**src/rtl/serial_target_responder_if.sv**
```systemverilog
// Bus and host-side signal bundle for one serial target responder.
// The slave modport is the responder's view; master is the initiator/host view.
interface serial_target_responder_if;
    logic       rx;
    logic       tx;
    logic [7:0] data_in;
    logic       load;
    logic [7:0] data_out;
    logic       wr_valid;
    logic       busy;

    modport slave  (input  rx, data_in, load, output tx, data_out, wr_valid, busy);
    modport master (output rx, data_in, load, input  tx, data_out, wr_valid, busy);
endinterface

```
**src/rtl/serial_target_responder.sv**
```systemverilog
// One-bit serial bus target: decodes start + address/command, then accepts a write
// byte or returns a read byte; TX stays 0 unless this instance owns the return line.
module serial_target_responder #(
    parameter logic [6:0] DEV_ADDR   = 7'h0D,
    parameter logic [7:0] RESET_DATA = 8'h00
) (
    input  logic                        clk,
    input  logic                        rst_n,
    serial_target_responder_if.slave    bus
);
    typedef enum logic [2:0] {IDLE, ADDR, ACK, WDATA, RDATA, SKIP} state_t;

    state_t     state, state_nxt;
    logic [3:0] cnt, cnt_nxt;
    logic [7:0] rx_sr, rx_sr_nxt;
    logic [7:0] tx_sr, tx_sr_nxt;
    logic [7:0] data_reg, data_nxt;
    logic       rw, rw_nxt;
    logic       tx, tx_nxt;
    logic       wr_valid, wr_nxt;
    logic       busy, busy_nxt;
    logic [7:0] rx_byte;

    assign rx_byte = {rx_sr[6:0], bus.rx};

    always_ff @(posedge clk or negedge rst_n) begin
        if (!rst_n) begin
            state    <= IDLE;
            cnt      <= 4'd0;
            rx_sr    <= 8'h00;
            tx_sr    <= 8'h00;
            data_reg <= RESET_DATA;
            rw       <= 1'b0;
            tx       <= 1'b0;
            wr_valid <= 1'b0;
            busy     <= 1'b0;
        end else begin
            state    <= state_nxt;
            cnt      <= cnt_nxt;
            rx_sr    <= rx_sr_nxt;
            tx_sr    <= tx_sr_nxt;
            data_reg <= data_nxt;
            rw       <= rw_nxt;
            tx       <= tx_nxt;
            wr_valid <= wr_nxt;
            busy     <= busy_nxt;
        end
    end

    always_comb begin
        state_nxt = state;
        cnt_nxt   = cnt;
        rx_sr_nxt = rx_sr;
        tx_sr_nxt = tx_sr;
        rw_nxt    = rw;
        tx_nxt    = 1'b0;
        wr_nxt    = 1'b0;
        // Host preload applies in any state; a completing bus write below overrides it.
        data_nxt  = bus.load ? bus.data_in : data_reg;
        case (state)
            IDLE: begin
                if (bus.rx) begin
                    state_nxt = ADDR;
                    cnt_nxt   = 4'd7;
                    rx_sr_nxt = 8'h00;
                end
            end
            ADDR: begin
                rx_sr_nxt = rx_byte;
                if (cnt == 4'd0) begin
                    if (rx_byte[7:1] == DEV_ADDR) begin
                        state_nxt = ACK;
                        tx_nxt    = 1'b1;
                        rw_nxt    = rx_byte[0];
                    end else begin
                        // Ride out the foreign frame so its data bits never look like a start.
                        state_nxt = SKIP;
                        cnt_nxt   = 4'd8;
                    end
                end else begin
                    cnt_nxt = cnt - 4'd1;
                end
            end
            ACK: begin
                cnt_nxt = 4'd7;
                if (rw) begin
                    tx_nxt    = data_reg[7];
                    tx_sr_nxt = {data_reg[6:0], 1'b0};
                    state_nxt = RDATA;
                end else begin
                    state_nxt = WDATA;
                end
            end
            RDATA: begin
                if (cnt == 4'd0) begin
                    state_nxt = IDLE;
                end else begin
                    tx_nxt    = tx_sr[7];
                    tx_sr_nxt = {tx_sr[6:0], 1'b0};
                    cnt_nxt   = cnt - 4'd1;
                end
            end
            WDATA: begin
                rx_sr_nxt = rx_byte;
                if (cnt == 4'd0) begin
                    data_nxt  = rx_byte;
                    wr_nxt    = 1'b1;
                    state_nxt = IDLE;
                end else begin
                    cnt_nxt = cnt - 4'd1;
                end
            end
            SKIP: begin
                if (cnt == 4'd0) state_nxt = IDLE;
                else             cnt_nxt   = cnt - 4'd1;
            end
            default: state_nxt = IDLE;
        endcase
        busy_nxt = (state_nxt != IDLE);
    end

    assign bus.tx       = tx;
    assign bus.wr_valid = wr_valid;
    assign bus.busy     = busy;
    assign bus.data_out = data_reg;
endmodule

```
**src/flat_wrapper.sv**
```systemverilog
// flat-port wrapper written by rule: the top's interface ports become plain ports
module serial_target_responder_flat 
#(
    parameter logic [6:0] DEV_ADDR   = 7'h0D,
    parameter logic [7:0] RESET_DATA = 8'h00
)
  (clk, rst_n, bus_rx, bus_data_in, bus_load, bus_tx, bus_data_out, bus_wr_valid, bus_busy);
  serial_target_responder_if bus_i ();
  input  logic clk;
  input  logic rst_n;
  input wire logic [$bits(bus_i.rx)-1:0] bus_rx;
  input wire logic [$bits(bus_i.data_in)-1:0] bus_data_in;
  input wire logic [$bits(bus_i.load)-1:0] bus_load;
  output wire logic [$bits(bus_i.tx)-1:0] bus_tx;
  output wire logic [$bits(bus_i.data_out)-1:0] bus_data_out;
  output wire logic [$bits(bus_i.wr_valid)-1:0] bus_wr_valid;
  output wire logic [$bits(bus_i.busy)-1:0] bus_busy;
  assign bus_i.rx = bus_rx;
  assign bus_i.data_in = bus_data_in;
  assign bus_i.load = bus_load;
  assign bus_tx = bus_i.tx;
  assign bus_data_out = bus_i.data_out;
  assign bus_wr_valid = bus_i.wr_valid;
  assign bus_busy = bus_i.busy;
  serial_target_responder #(.DEV_ADDR(DEV_ADDR), .RESET_DATA(RESET_DATA)) u_core (.clk(clk), .rst_n(rst_n), .bus(bus_i));
endmodule
```
**config.mk**
```make
export PLATFORM = sky130hd
export DESIGN_NAME = serial_target_responder_flat
export DESIGN_NICKNAME = d
export VERILOG_FILES = /design/src/rtl/serial_target_responder_if.sv /design/src/rtl/serial_target_responder.sv /design/src/flat_wrapper.sv
export SDC_FILE = /design/constraint.sdc
export NUM_CORES = 1
export LEC_CHECK = 0
export CORE_ASPECT_RATIO = 0.75
export CORE_MARGIN = 2
export CORE_UTILIZATION = 30
export CTS_BUF_LIST = sky130_fd_sc_hd__clkbuf_2
export DETAILED_ROUTE_END_ITERATION = 6
export SYNTH_ARGS = -nofsm -noshare
export SYNTH_HDL_FRONTEND = slang
export SYNTH_SLANG_ARGS = --single-unit
```
**constraint.sdc**
```tcl
create_clock -name clk -period 2.14 [get_ports clk]
set_clock_uncertainty 0.15 [all_clocks]
set_input_delay 0.428 -clock clk [delete_from_list [all_inputs] [get_ports clk]]
set_output_delay 0.428 -clock clk [all_outputs]
set_load 0.05 [all_outputs]
```
After elaboration in Yosys (flattened, before gate mapping). Index checks and enable logic that the tools add are counted.

Add/subtract/negate cells: 1. Equal/unequal tests: 11. Muxes and demuxes: 26. Reductions and logical operators: 12.

Operator list (count): two-way mux 8 bit (5); two-way mux 4 bit (4); one-hot mux 4 bit (4 select lines) (1); one-hot mux 8 bit (2 select lines) (1); two-way mux 3 bit (5); one-hot mux 7 bit (2 select lines) (1); one-hot mux 3 bit (4 select lines) (1); equality test 7 x 4 -> 1 bit (second input constant) (1); two-way mux 7 bit (1); equality test 3 x 2 -> 1 bit (second input constant) (2); equality test 3 bit (second input constant) (2); two-way mux 1 bit (6); inequality test 2 bit (second input constant) (3); AND reduction 3 bit (2); zero test 4 bit (1); AND reduction 4 bit (1); nonzero test 2 bit (2); nonzero test 4 bit (1); subtractor 4 x 1 -> 4 bit (second input constant) (1); equality test 3 x 1 -> 1 bit (second input constant) (1); zero test 3 bit (1); inequality test 3 bit (second input constant) (1); one-hot mux 1 bit (3 select lines) (1); nonzero test 3 bit (1); 4 further kinds (4).

Register bits: 34. Word-level logic and storage cells: 59.

Longest topological paths before layout. Gate-level depths: netlist (run 1).

Depth in word-level cells: 5. Depth in mapped cells: 8.

Least setup slack after synthesis (run 1). OpenSTA, ideal clock, no wires.

Kind: reg2reg. Start: register u_core.cnt[0]. End: register u_core.cnt[1]. Setup time: 125 ps. Arrival: 1718 ps. Data required time: 1865 ps. Setup slack: 147 ps. Stages on the path, launching flop included: 8. Period minus slack after synthesis: 1993 ps. Path through: dfrtp_1 -> inv_1 -> ha_1 -> nor3b_4 -> o21ai_0 -> o22a_2 -> nor2_4 -> mux2_4.

Word-level cells in the longest chain between the ends: 3. Elaborated cells between the ends (all ways): 8. Those cells by class: 1 x add/sub; 2 x eq/ne; 3 x mux; 2 x reduce/logical.

Ends and longest elaborated chain: start, declared (RTL line serial_target_responder.sv:14) `logic [3:0] cnt, cnt_nxt;`; start signal, assigned (RTL line serial_target_responder.sv:39) `cnt <= cnt_nxt;`; subtractor 4 x 1 -> 4 bit or zero test 4 bit (tied branches); two-way mux 4 bit (tied with other cells) (RTL line serial_target_responder.sv:95, serial_target_responder.sv:105, serial_target_responder.sv:114); one-hot mux 4 bit (4 select lines) or AND reduction 4 bit (tied branches).

Several ways; a longest one is shown, not always the timed one. The select of a mux whose other input is x is not followed. A chain may end at the register's enable or synchronous reset.

Worst setup path in the final report (run 1). Same ends and word-level chain as after synthesis.

==> summary.txt, run 1 <==
Route
  • Routed Antenna Nets: 0
  • Routed wire length: 3780 um
  • Vias per std cell: 4.89
  • DR WL/cell: 14.2 um
  • First-pass DRT Iterations: 4
  • DR DRC count: 0
  • Vias: 1300
  • 1st-iter DRT viols: 67

Clock network
  • Clk buf depth: 2
  • Clock slew at reported path FFs: 0.17 ns
  • Clk root buf: clkbuf_2
  • TritonCTS buffer count: 5
  • CTS tree: built
  • Clk sinks: 33
  • Worst-Skew Late Latency: 0.38 ns
  • H-Tree Depth: 2

Final layout
  • Final Util: 38.9%
  • Commonest cells after routing, fill and taps aside: dfrtp_1 (33), a21oi_1 (19), buf_4 (19)
  • Ant diodes: 0
  • Layout Area Growth over Synthesis: 24.9%
  • Fraction of layout cells with a size suffix above 1: 21.5%
  • Number of nets in the layout: 205
  • Commonest non-fill, non-tap cell in the layout: dfrtp_1

Yosys
  • Sequential area share after synthesis: 49.5%
  • Cells after Synth: 154
  • Synth Area in Adders: 1.50%
  • Synth Area in XOR/XNOR: 0%
  • YS warnings: 0
  • Compound-gate portion of the synthesized area: 19.0%
  • Largest family of logic cells by synthesized area: compound AO/OA/AOI/OAI gates
  • Mapped Nets: 168
  • Avg Cell Area, Syn: 10.8 um2
  • Simple-Gate Fraction of Synth Area: 14.9%
  • Synthesized area: 0.00167 mm2
  • Mux cell area share after synthesis: 10.6%
  • Synthesis-stage register bit count: 33
  • Yosys cell types: 43

Global route
  • Total GRT Usage: 13.1%
  • GRT overflow: 0
  • First-pass GRT wire length: 6140 um
  • Vias in the first global route: 1260
  • Largest net degree at the start of global routing: 34
  • Antenna violations before repair: 0

Pwr
  • PD cells: 1160 mW/mm2
  • Worst vdd rail ir drop: 0.543 mV
  • Total power draw: 0.00241 W
  • P_leak: 0.965 nW

Worst setup path
  • CP arrival: 2.18 ns
  • Critical Path End Type: register
  • Setup CP Type: reg2reg
  • Worst setup path startpoint: u_core.cnt[0]
  • Type of origin of the critical path: register
  • FF-to-FF path depth: 7
  • Reg-to-reg startpoint: u_core.cnt[0]
  • Req. time, crit path: 2.28 ns
  • Critical Path Fanout Max: 5

Place
  • Detailed placement HPWL: 2680 um
  • Dpl ws: 0.0623 ns
  • Port bufs: 22
  • Routability cong.: 0.826

Die
  • Core box area: 0.00535 mm2
  • # rows: 23
  • Die area: 0.00618 mm2
  • Die width: 90.1 um
  • Chip height: 68.6 um
  • Initial core utilization: 31.2%
  • I/O pin count: 23

STA
  • Slew @ Worst Pin: 0.500 ns
  • Crit share post-route: 95.3%
  • Final Worst Setup Slack: 0.101 ns
  • Slew margin rel.: 66.6%
  • Endpoints failing setup: 0
  • RSZ-0062 raised after global routing: no
  • Final setup TNS: 0 ns
  • Final Hold Fails: 0
  • Maximum clock rate: 490 MHz
  • Final min period: 2.04 ns
  • Final slew viol count: 0

Min path
  • Worst hold path class: in2async

Run
  • Max Cap Violations: 0

Status
  • Status: finished, final reports clean
[worst paths after layout]
path                       slack, ns         endpoint
min in group clk                0.40  u_core.tx_sr[3]
setup / recovery                0.10    u_core.cnt[1]
max in group asynchronous       1.25  u_core.rx_sr[3]
hold / removal                  0.27    u_core.cnt[1]
setup reg to reg                0.10    u_core.cnt[1]
hold reg to reg                 0.40  u_core.tx_sr[3]
[worst max-delay path, stage by stage (launching register included)]
cell	delay [ns]
dfrtp_1	0.43
inv_2	0.09
ha_4	0.12
nor3b_4	0.29
nand2_4	0.10
o311ai_4	0.40
nor2_4	0.06
mux2_4	0.30
[cell families (layout without fill, tap and decap cells)]
group | Yosys count | after routing
AO/OA/AOI/OAI | 45 | 45
AND/OR/NAND/NOR | 42 | 42
flip-flops | 33 | 33
multiplexers | 17 | 17
buffers and inverters | 15 | 52
adder cells (fa/ha/maj) | 2 | 2
[metal layers]
layer,vias to the layer above,share of wire [%],global-route usage (%),routed length [um]
met5,-,0,0,0
met4,0,1.8,6.35,68
met3,7,3.5,3.37,132
met2,24,45,20.2,1700
met1,643,50,17.4,1880
li1,626,-,-,-
[synth_stat cells (all sizes together)]
cell type | number | area share [%]
dfrtp | 33 | 49
a21oi | 20 | 6.7
nor2 | 17 | 4.4
mux2i | 15 | 9.0
inv | 8 | 1.8
a22o | 7 | 3.7
buf | 6 | 2.5
nand2 | 6 | 1.9
o21ai | 6 | 1.8
nand2b | 5 | 1.9
nor2b | 3 | 1.3
a21o | 2 | 0.90
and2 | 2 | 0.75
ha | 2 | 1.5
mux2 | 2 | 1.6
nand3b | 2 | 0.90
o22ai | 2 | 0.75
a221oi | 1 | 0.52
a22oi | 1 | 0.45
a2bb2oi | 1 | 0.52
a311oi | 1 | 0.52
and3 | 1 | 0.38
clkbuf | 1 | 0.22
nand3 | 1 | 0.30
nor3 | 1 | 0.30
nor3b | 1 | 1.1
nor4 | 1 | 0.38
nor4b | 1 | 0.90
o211ai | 1 | 0.45
o22a | 1 | 0.60
o2bb2ai | 1 | 0.52
o311ai | 1 | 1.6
or2 | 1 | 0.38
[flip-flops by register name, indices dropped and copies added, names as in the netlist]
| signal | cells |
|---|---|
| u_core.tx_sr | 7 |
| u_core.cnt | 4 |
| u_core.rx_sr | 7 |
| u_core.bus.tx | 1 |
| u_core.bus.busy | 1 |
| u_core.bus.data_out | 8 |
| u_core.rw | 1 |
| u_core.bus.wr_valid | 1 |
| u_core.state | 3 |
[report_power, final]
| group | leakage [nW] | internal, W | switching [W] |
|---|---|---|---|
| Sequential | 0.398 | 0.000830 | 0.000191 |
| Combinational | 0.541 | 0.000534 | 0.000566 |
| Clock | 0.0265 | 0.0000762 | 0.000211 |
[cell type report]
type	count	area [um2]
Clock buffer	6	30.0
Clock inverter	1	3.75
Fill cell	555	3270
Inverter	8	30.0
Multi-Input combinational cell	106	779
Sequential cell	33	826
Tap cell	75	93.8
Timing Repair Buffer	37	322
[through the flow]
step	hold slack, ns	cells	cell area (um2)
2_1_floorplan	-0.0176	154	1670
3_5_place_dp	0.371	255	2010
6_report	0.265	266	2080
4_1_cts	0.248	262	2040
3_3_place_gp	0.361	255	2010
5_1_grt	0.290	266	2080
[timing repair]
action / in CTS / in global routing
hold buffers: 0 / 0
buffers inserted: 0 / 4
setup endpoints to repair: 5 / 12
pin swaps: 0 / 3
gates resized for setup: 5 / 7
No activity file was read; power rests on OpenSTA's default activity.
==> inputs of run 2 (changes only) <==
Settings changed: CORE_UTILIZATION 30 to 45, PLACE_DENSITY set to 0.7.
==> run 2 against run 1 <==
Net effect: hold slack lost 0.0023 ns; sequential share of layout area increased by 1.2 points; global-route usage increased by 5.5 points; critical endpoint is now bus_busy; largest cell class unchanged.
==> summary.txt, run 2 (synthesis results as in run 1) <==
Die
  • Core box area: 0.00361 mm2 (was 0.00535 mm2)
  • I/O pin count: 23 (unchanged)
  • Die width: 74.3 um (was 90.1 um)
  • Die area: 0.00422 mm2 (was 0.00618 mm2)
  • Initial core utilization: 46.2% (was 31.2%)
  • # rows: 19 (was 23)
  • Chip height: 56.7 um (was 68.6 um)

Clock network
  • TritonCTS buffer count: 5 (unchanged)
  • Clk buf depth: 2 (unchanged)
  • CTS tree: built (unchanged)
  • H-Tree Depth: 2 (unchanged)
  • Worst-Skew Late Latency: 0.38 ns (about the same)
  • Clk sinks: 33 (unchanged)
  • Clock slew at reported path FFs: 0.18 ns (was 0.17 ns)
  • Clk root buf: clkbuf_2 (unchanged)
  • Hold-fix buffers, CTS: 0 (unchanged)

STA
  • RSZ-0062 raised after global routing: yes (was no)
  • Slew @ Worst Pin: 0.511 ns (was 0.500 ns)
  • Final min period: 2.08 ns (was 2.04 ns)
  • Hold WS: 0.263 ns (was 0.265 ns)
  • Endpoints failing setup: 0 (unchanged)
  • Maximum clock rate: 480 MHz (was 490 MHz)
  • Final Hold Fails: 0 (unchanged)
  • Slew margin rel.: 65.9% (was 66.6%)
  • Final slew viol count: 0 (unchanged)
  • Crit share post-route: 97.4% (was 95.3%)

Worst setup path
  • Type of origin of the critical path: register (unchanged)
  • Critical Path Fanout Max: 1 (was 5)
  • CP arrival: 1.51 ns (was 2.18 ns)
  • Reg-to-Reg End: u_core.cnt[1] (unchanged)
  • FF-to-FF path depth: 7 (unchanged)
  • Setup CP Type: reg2out (was reg2reg)
  • Req. time, crit path: 1.56 ns (was 2.28 ns)
  • Crit path cell chain: clkdlybuf4s50_1 (was inv_2, ha_4, nor3b_4, nand2_4, o311ai_4, nor2_4, mux2_4)
  • Reg-to-reg startpoint: u_core.cnt[0] (unchanged)
  • Crit-path leading delay family: buffers and inverters (was simple AND/OR/NAND/NOR gates)
  • Buf/Inv on CP: 1 (unchanged)
  • R2R Setup Slk: 0.08 ns (was 0.10 ns)
  • Critical Path End Type: output port (was register)
  • Max incr delay on CP: 0.79 ns (was 0.43 ns)
  • CP max stage cell: clkdlybuf4s50_1 (was dfrtp_1)

Route
  • Highest routed metal layer: met4 (unchanged)
  • Met1 WL: 1680 um (was 1880 um)
  • Vias per std cell: 5.30 (was 4.89)
  • DR WL/cell: 14.6 um (was 14.2 um)
  • Met3 routed WL: 126 um (was 132 um)
  • Routed Antenna Nets: 0 (unchanged)
  • Vias: 1266 (was 1300)
  • Routed wire length: 3500 um (was 3780 um)
  • DR DRC count: 0 (unchanged)
  • Routed wl met2: 1640 um (was 1700 um)
  • 1st-iter DRT viols: 47 (was 67)
  • First-pass DRT Iterations: 4 (unchanged)

Global route
  • Antenna violations before repair: 0 (unchanged)
  • Largest net degree at the start of global routing: 34 (unchanged)
  • Total GRT Usage: 18.5% (was 13.1%)
  • First-pass GRT wire length: 5870 um (was 6140 um)
  • GRT overflow: 0 (unchanged)
  • Vias in the first global route: 1264 (was 1260)

Final layout
  • Commonest non-fill, non-tap cell in the layout: dfrtp_1 (unchanged)
  • Commonest cells after routing, fill and taps aside: dfrtp_1 (33), a21oi_1 (19), nor2_1 (15), mux2i_1 (15), clkdlybuf4s50_1 (12) (was dfrtp_1 (33), a21oi_1 (19), buf_4 (19))
  • Ant diodes: 0 (unchanged)
  • Number of nets in the layout: 200 (was 205)
  • Fraction of layout cells with a size suffix above 1: 17.1% (was 21.5%)
  • Max reg flops: 8 (unchanged)
  • Sequential cell area: 826 um2 (unchanged)
  • Multi-input logic area: 772 um2 (was 779 um2)
  • Layout Area Growth over Synthesis: 21.2% (was 24.9%)
  • FILL cells: 340 (was 555)

Place
  • Routability cong.: 0.909 (was 0.826)
  • Detailed placement HPWL: 2540 um (was 2680 um)
  • Port bufs: 22 (unchanged)

Pwr
  • Worst vdd rail ir drop: 0.602 mV (was 0.543 mV)
  • Total power draw: 0.00237 W (was 0.00241 W)
  • P_leak: 0.968 nW (was 0.965 nW)
  • PD cells: 1170 mW/mm2 (was 1160 mW/mm2)

Run
  • Max Cap Violations: 0 (unchanged)

Min path
  • Worst hold path class: in2async (unchanged)

Status
  • Status: finished, final reports clean (unchanged)
## run 2: report_power, final
part           internal [W]  total [W]  switching [W]
Combinational      0.000501    0.00103       0.000532
Clock             0.0000821   0.000299       0.000217
Sequential         0.000829    0.00104       0.000208
Total               0.00141    0.00237       0.000957
## run 2: area by class of cell
class	instances	area share, %
Timing Repair Buffer	32	14.3
Inverter	8	1.48
Clock inverter	2	0.495
Sequential cell	33	40.8
Clock buffer	6	1.48
Multi-Input combinational cell	106	38.2
Tap cell	52	3.22
## run 2: routing by layer
layer	track usage [%]	vias to the layer above
met1	25.2	622
met5	0	-
met2	28.2	22
met4	7.14	0
met3	5.03	7
li1	-	615
## run 2: worst max-delay path by stage
stage / startpoint / end / depth (start not counted)
5_1_grt: u_core.cnt[0] / u_core.cnt[0] / 8
2_1_floorplan: u_core.cnt[0] / u_core.cnt[1] / 7
4_1_cts: u_core.bus.wr_valid / bus_wr_valid / 1
3_5_place_dp: u_core.cnt[0] / u_core.cnt[1] / 7
3_3_place_gp: u_core.cnt[0] / u_core.cnt[1] / 7
6_report: u_core.bus.busy / bus_busy / 1
## run 2: per-stage QoR
step	std cells	TNS (ns)	utilization (%)	cell area (um2)	setup slack, ns
floorplan	154	0	-	1670	0.147
global placement	227	0	54.1	1950	0.109
detailed placement	227	0	54.1	1950	0.0150
CTS	236	0	55.1	1990	0.0150
global route	239	-0.0896	56.0	2020	-0.0408
finish	239	0	56.0	2020	0.0566
## run 2: timing repair
item                       CTS  global route
setup endpoints to repair   10            15
setup buffers                1             3
resized for setup            8             5
pin swaps                    0             1
==> inputs of run 3 (changes only) <==
Settings changed: GPL_TIMING_DRIVEN set to 0, SETUP_SLACK_MARGIN set to 0.3.
==> run 3 against run 2 <==
Net effect: total power increased by 9.8%; first-iteration DRC count increased by 66%; register-to-register slack improved by 0.06 ns; via count increased by 3.6%; hold slack improved by 0.14 ns; sequential power decreased by 4%; clock power increased by 40%; combinational power increased by 15%; core utilization increased by 2.5 points; largest cell class unchanged; highest routed layer unchanged.
==> summary.txt, run 3 (synthesis results as in run 1) <==
STA
  • Final min period: 2.00 ns (was 2.08 ns)
  • Final Hold Fails: 0 (unchanged)
  • Slew margin rel.: 51.1% (was 65.9%)
  • Final setup TNS: 0 ns (unchanged)
  • Slew @ Worst Pin: 0.734 ns (was 0.511 ns)
  • Final slew viol count: 0 (unchanged)
  • RSZ-0062 raised after global routing: yes (unchanged)
  • Endpoints failing setup: 0 (unchanged)
  • Maximum clock rate: 501 MHz (was 480 MHz)
  • Crit share post-route: 93.4% (was 97.4%)
  • Final Worst Setup Slack: 0.142 ns (was 0.0566 ns)

Route
  • Met3 routed WL: 139 um (was 126 um)
  • Routed wire length: 3720 um (was 3500 um)
  • Routed wl met2: 1830 um (was 1640 um)
  • 1st-iter DRT viols: 78 (was 47)
  • Vias: 1311 (was 1266)
  • DR DRC count: 0 (unchanged)
  • Highest routed metal layer: met4 (unchanged)
  • DR WL/cell: 15.0 um (was 14.6 um)
  • Met1 WL: 1720 um (was 1680 um)
  • Vias per std cell: 5.29 (was 5.30)
  • First-pass DRT Iterations: 4 (unchanged)
  • Routed Antenna Nets: 0 (unchanged)

Global route
  • Antenna violations before repair: 0 (unchanged)
  • GRT overflow: 0 (unchanged)
  • Vias in the first global route: 1367 (was 1264)
  • Largest net degree at the start of global routing: 34 (unchanged)
  • First-pass GRT wire length: 6430 um (was 5870 um)
  • Total GRT Usage: 20.6% (was 18.5%)

Min path
  • Worst hold path class: reg2reg (was in2async)
  • Cells on Worst Hold Path: 2
  • WHS Endpoint: u_core.tx_sr[1]
  • Critical hold path startpoint: u_core.tx_sr[1]

Final layout
  • Fraction of layout cells with a size suffix above 1: 26.5% (was 17.1%)
  • Commonest non-fill, non-tap cell in the layout: dfrtp_1 (unchanged)
  • Multi-input logic area: 782 um2 (was 772 um2)
  • Number of nets in the layout: 209 (was 200)
  • Layout Area Growth over Synthesis: 26.5% (was 21.2%)
  • Ant diodes: 0 (unchanged)
  • FILL cells: 319 (was 340)
  • Commonest cells after routing, fill and taps aside: dfrtp_1 (33), a21oi_1 (19), nor2_1 (15), mux2i_1 (15), buf_4 (11) (was dfrtp_1 (33), a21oi_1 (19), nor2_1 (15), mux2i_1 (15), clkdlybuf4s50_1 (12))
  • Final Util: 58.4% (was 56.0%)
  • Sequential cell area: 826 um2 (unchanged)
  • Finished Cell Area: 0.00211 mm2 (was 0.00202 mm2)
  • Max reg flops: 8 (unchanged)

Worst setup path
  • Reg-to-reg startpoint: u_core.cnt[0] (unchanged)
  • Type of origin of the critical path: register (unchanged)
  • Critical Path End Type: register (was output port)
  • Req. time, crit path: 2.29 ns (was 1.56 ns)
  • Critical Path Fanout Max: 5 (was 1)
  • R2R Setup Slk: 0.14 ns (was 0.08 ns)
  • FF-to-FF path depth: 8 (was 7)
  • Setup CP Type: reg2reg (was reg2out)
  • CP arrival: 2.15 ns (was 1.51 ns)
  • Reg-to-Reg End: u_core.cnt[2] (was u_core.cnt[1])

Die
  • # rows: 19 (unchanged)
  • Die area: 0.00422 mm2 (unchanged)
  • I/O pin count: 23 (unchanged)
  • Core box area: 0.00361 mm2 (unchanged)
  • Initial core utilization: 46.2% (unchanged)
  • Die width: 74.3 um (unchanged)
  • Chip height: 56.7 um (unchanged)

Clock network
  • Clk sinks: 33 (unchanged)
  • Worst-Skew Late Latency: 0.40 ns (was 0.38 ns)
  • CTS tree: built (unchanged)
  • H-Tree Depth: 2 (unchanged)
  • Clk root buf: clkbuf_2 (unchanged)
  • Clk buf depth: 2 (unchanged)
  • TritonCTS buffer count: 5 (unchanged)
  • Clock slew at reported path FFs: 0.16 ns (was 0.18 ns)

Pwr
  • P_leak: 0.955 nW (was 0.968 nW)
  • Worst vdd rail ir drop: 0.837 mV (was 0.602 mV)
  • PD cells: 1230 mW/mm2 (was 1170 mW/mm2)

Place
  • Routability cong.: 0.913 (was 0.909)
  • Detailed placement HPWL: 2470 um (was 2540 um)
  • Port bufs: 21 (was 22)
  • Placed inst area: 0.00195 mm2 (about the same)
  • Dpl ws: -0.00735 ns (was 0.0150 ns)

Status
  • Status: finished, final reports clean (unchanged)

Run
  • Max Cap Violations: 0 (unchanged)
==> run 3: cell type report <==
type / count / area share (%)
Inverter: 8 / 1.42
Buffer: 7 / 2.37
Tap cell: 52 / 3.08
Clock inverter: 3 / 1.95
Clock buffer: 5 / 1.18
Multi-Input combinational cell: 106 / 37.0
Sequential cell: 33 / 39.1
Timing Repair Buffer: 34 / 13.9
==> run 3: worst max path at each step <==
stage / from / endpoint / slack, ns / cells past startpoint
floorplan: u_core.cnt[0] / u_core.cnt[1] / 0.22 / 7
global placement: rst_n / u_core.bus.wr_valid / -0.14 / 1
detailed placement: bus_rx / u_core.cnt[1] / -0.007 / 6
CTS: u_core.bus.data_out[7] / bus_data_out[7] / 0.18 / 1
global route: u_core.cnt[1] / u_core.cnt[1] / 0.08 / 7
finish: u_core.cnt[0] / u_core.cnt[2] / 0.14 / 8
==> run 3: what timing repair did <==
action | CTS | global route
cloned | 1 | 0
pin swaps | 5 | 2
resized for setup | 34 | 10
setup endpoints to repair | 30 | 26
buffers inserted | 11 | 0
hold buffers | 1 | 0
endpoints found under the hold margin | 33 | 0
==> run 3: per-stage QoR <==
step           hold WS, ns  power (W)  std cells
4_1_cts              0.403    0.00260        248
3_5_place_dp         0.378    0.00205        227
3_3_place_gp         0.359    0.00201        227
6_report             0.401    0.00260        248
2_1_floorplan      -0.0176    0.00180        154
5_1_grt              0.431    0.00277        248
==> run 3: layer usage <==
layer / GRT usage [%] / up-vias
met5: 0 / -
met4: 9.18 / 0
met3: 4.85 / 4
met2: 31.5 / 23
met1: 27.9 / 650
li1: - / 634
==> run 3: worst max-delay path: stages (launching register included) <==
cell	delay (ns)
dfrtp_1	0.43
inv_2	0.09
ha_4	0.12
nor3b_4	0.32
o21ai_1	0.10
o22a_2	0.22
buf_4	0.15
o21ai_0	0.19
o2bb2ai_1	0.16
==> run 3: report_power, final <==
group          switching (W)  internal [W]  total (W)  leakage, nW
Sequential          0.000174      0.000830    0.00100        0.398
Clock               0.000226      0.000193   0.000420       0.0366
Combinational       0.000603      0.000574    0.00118        0.521
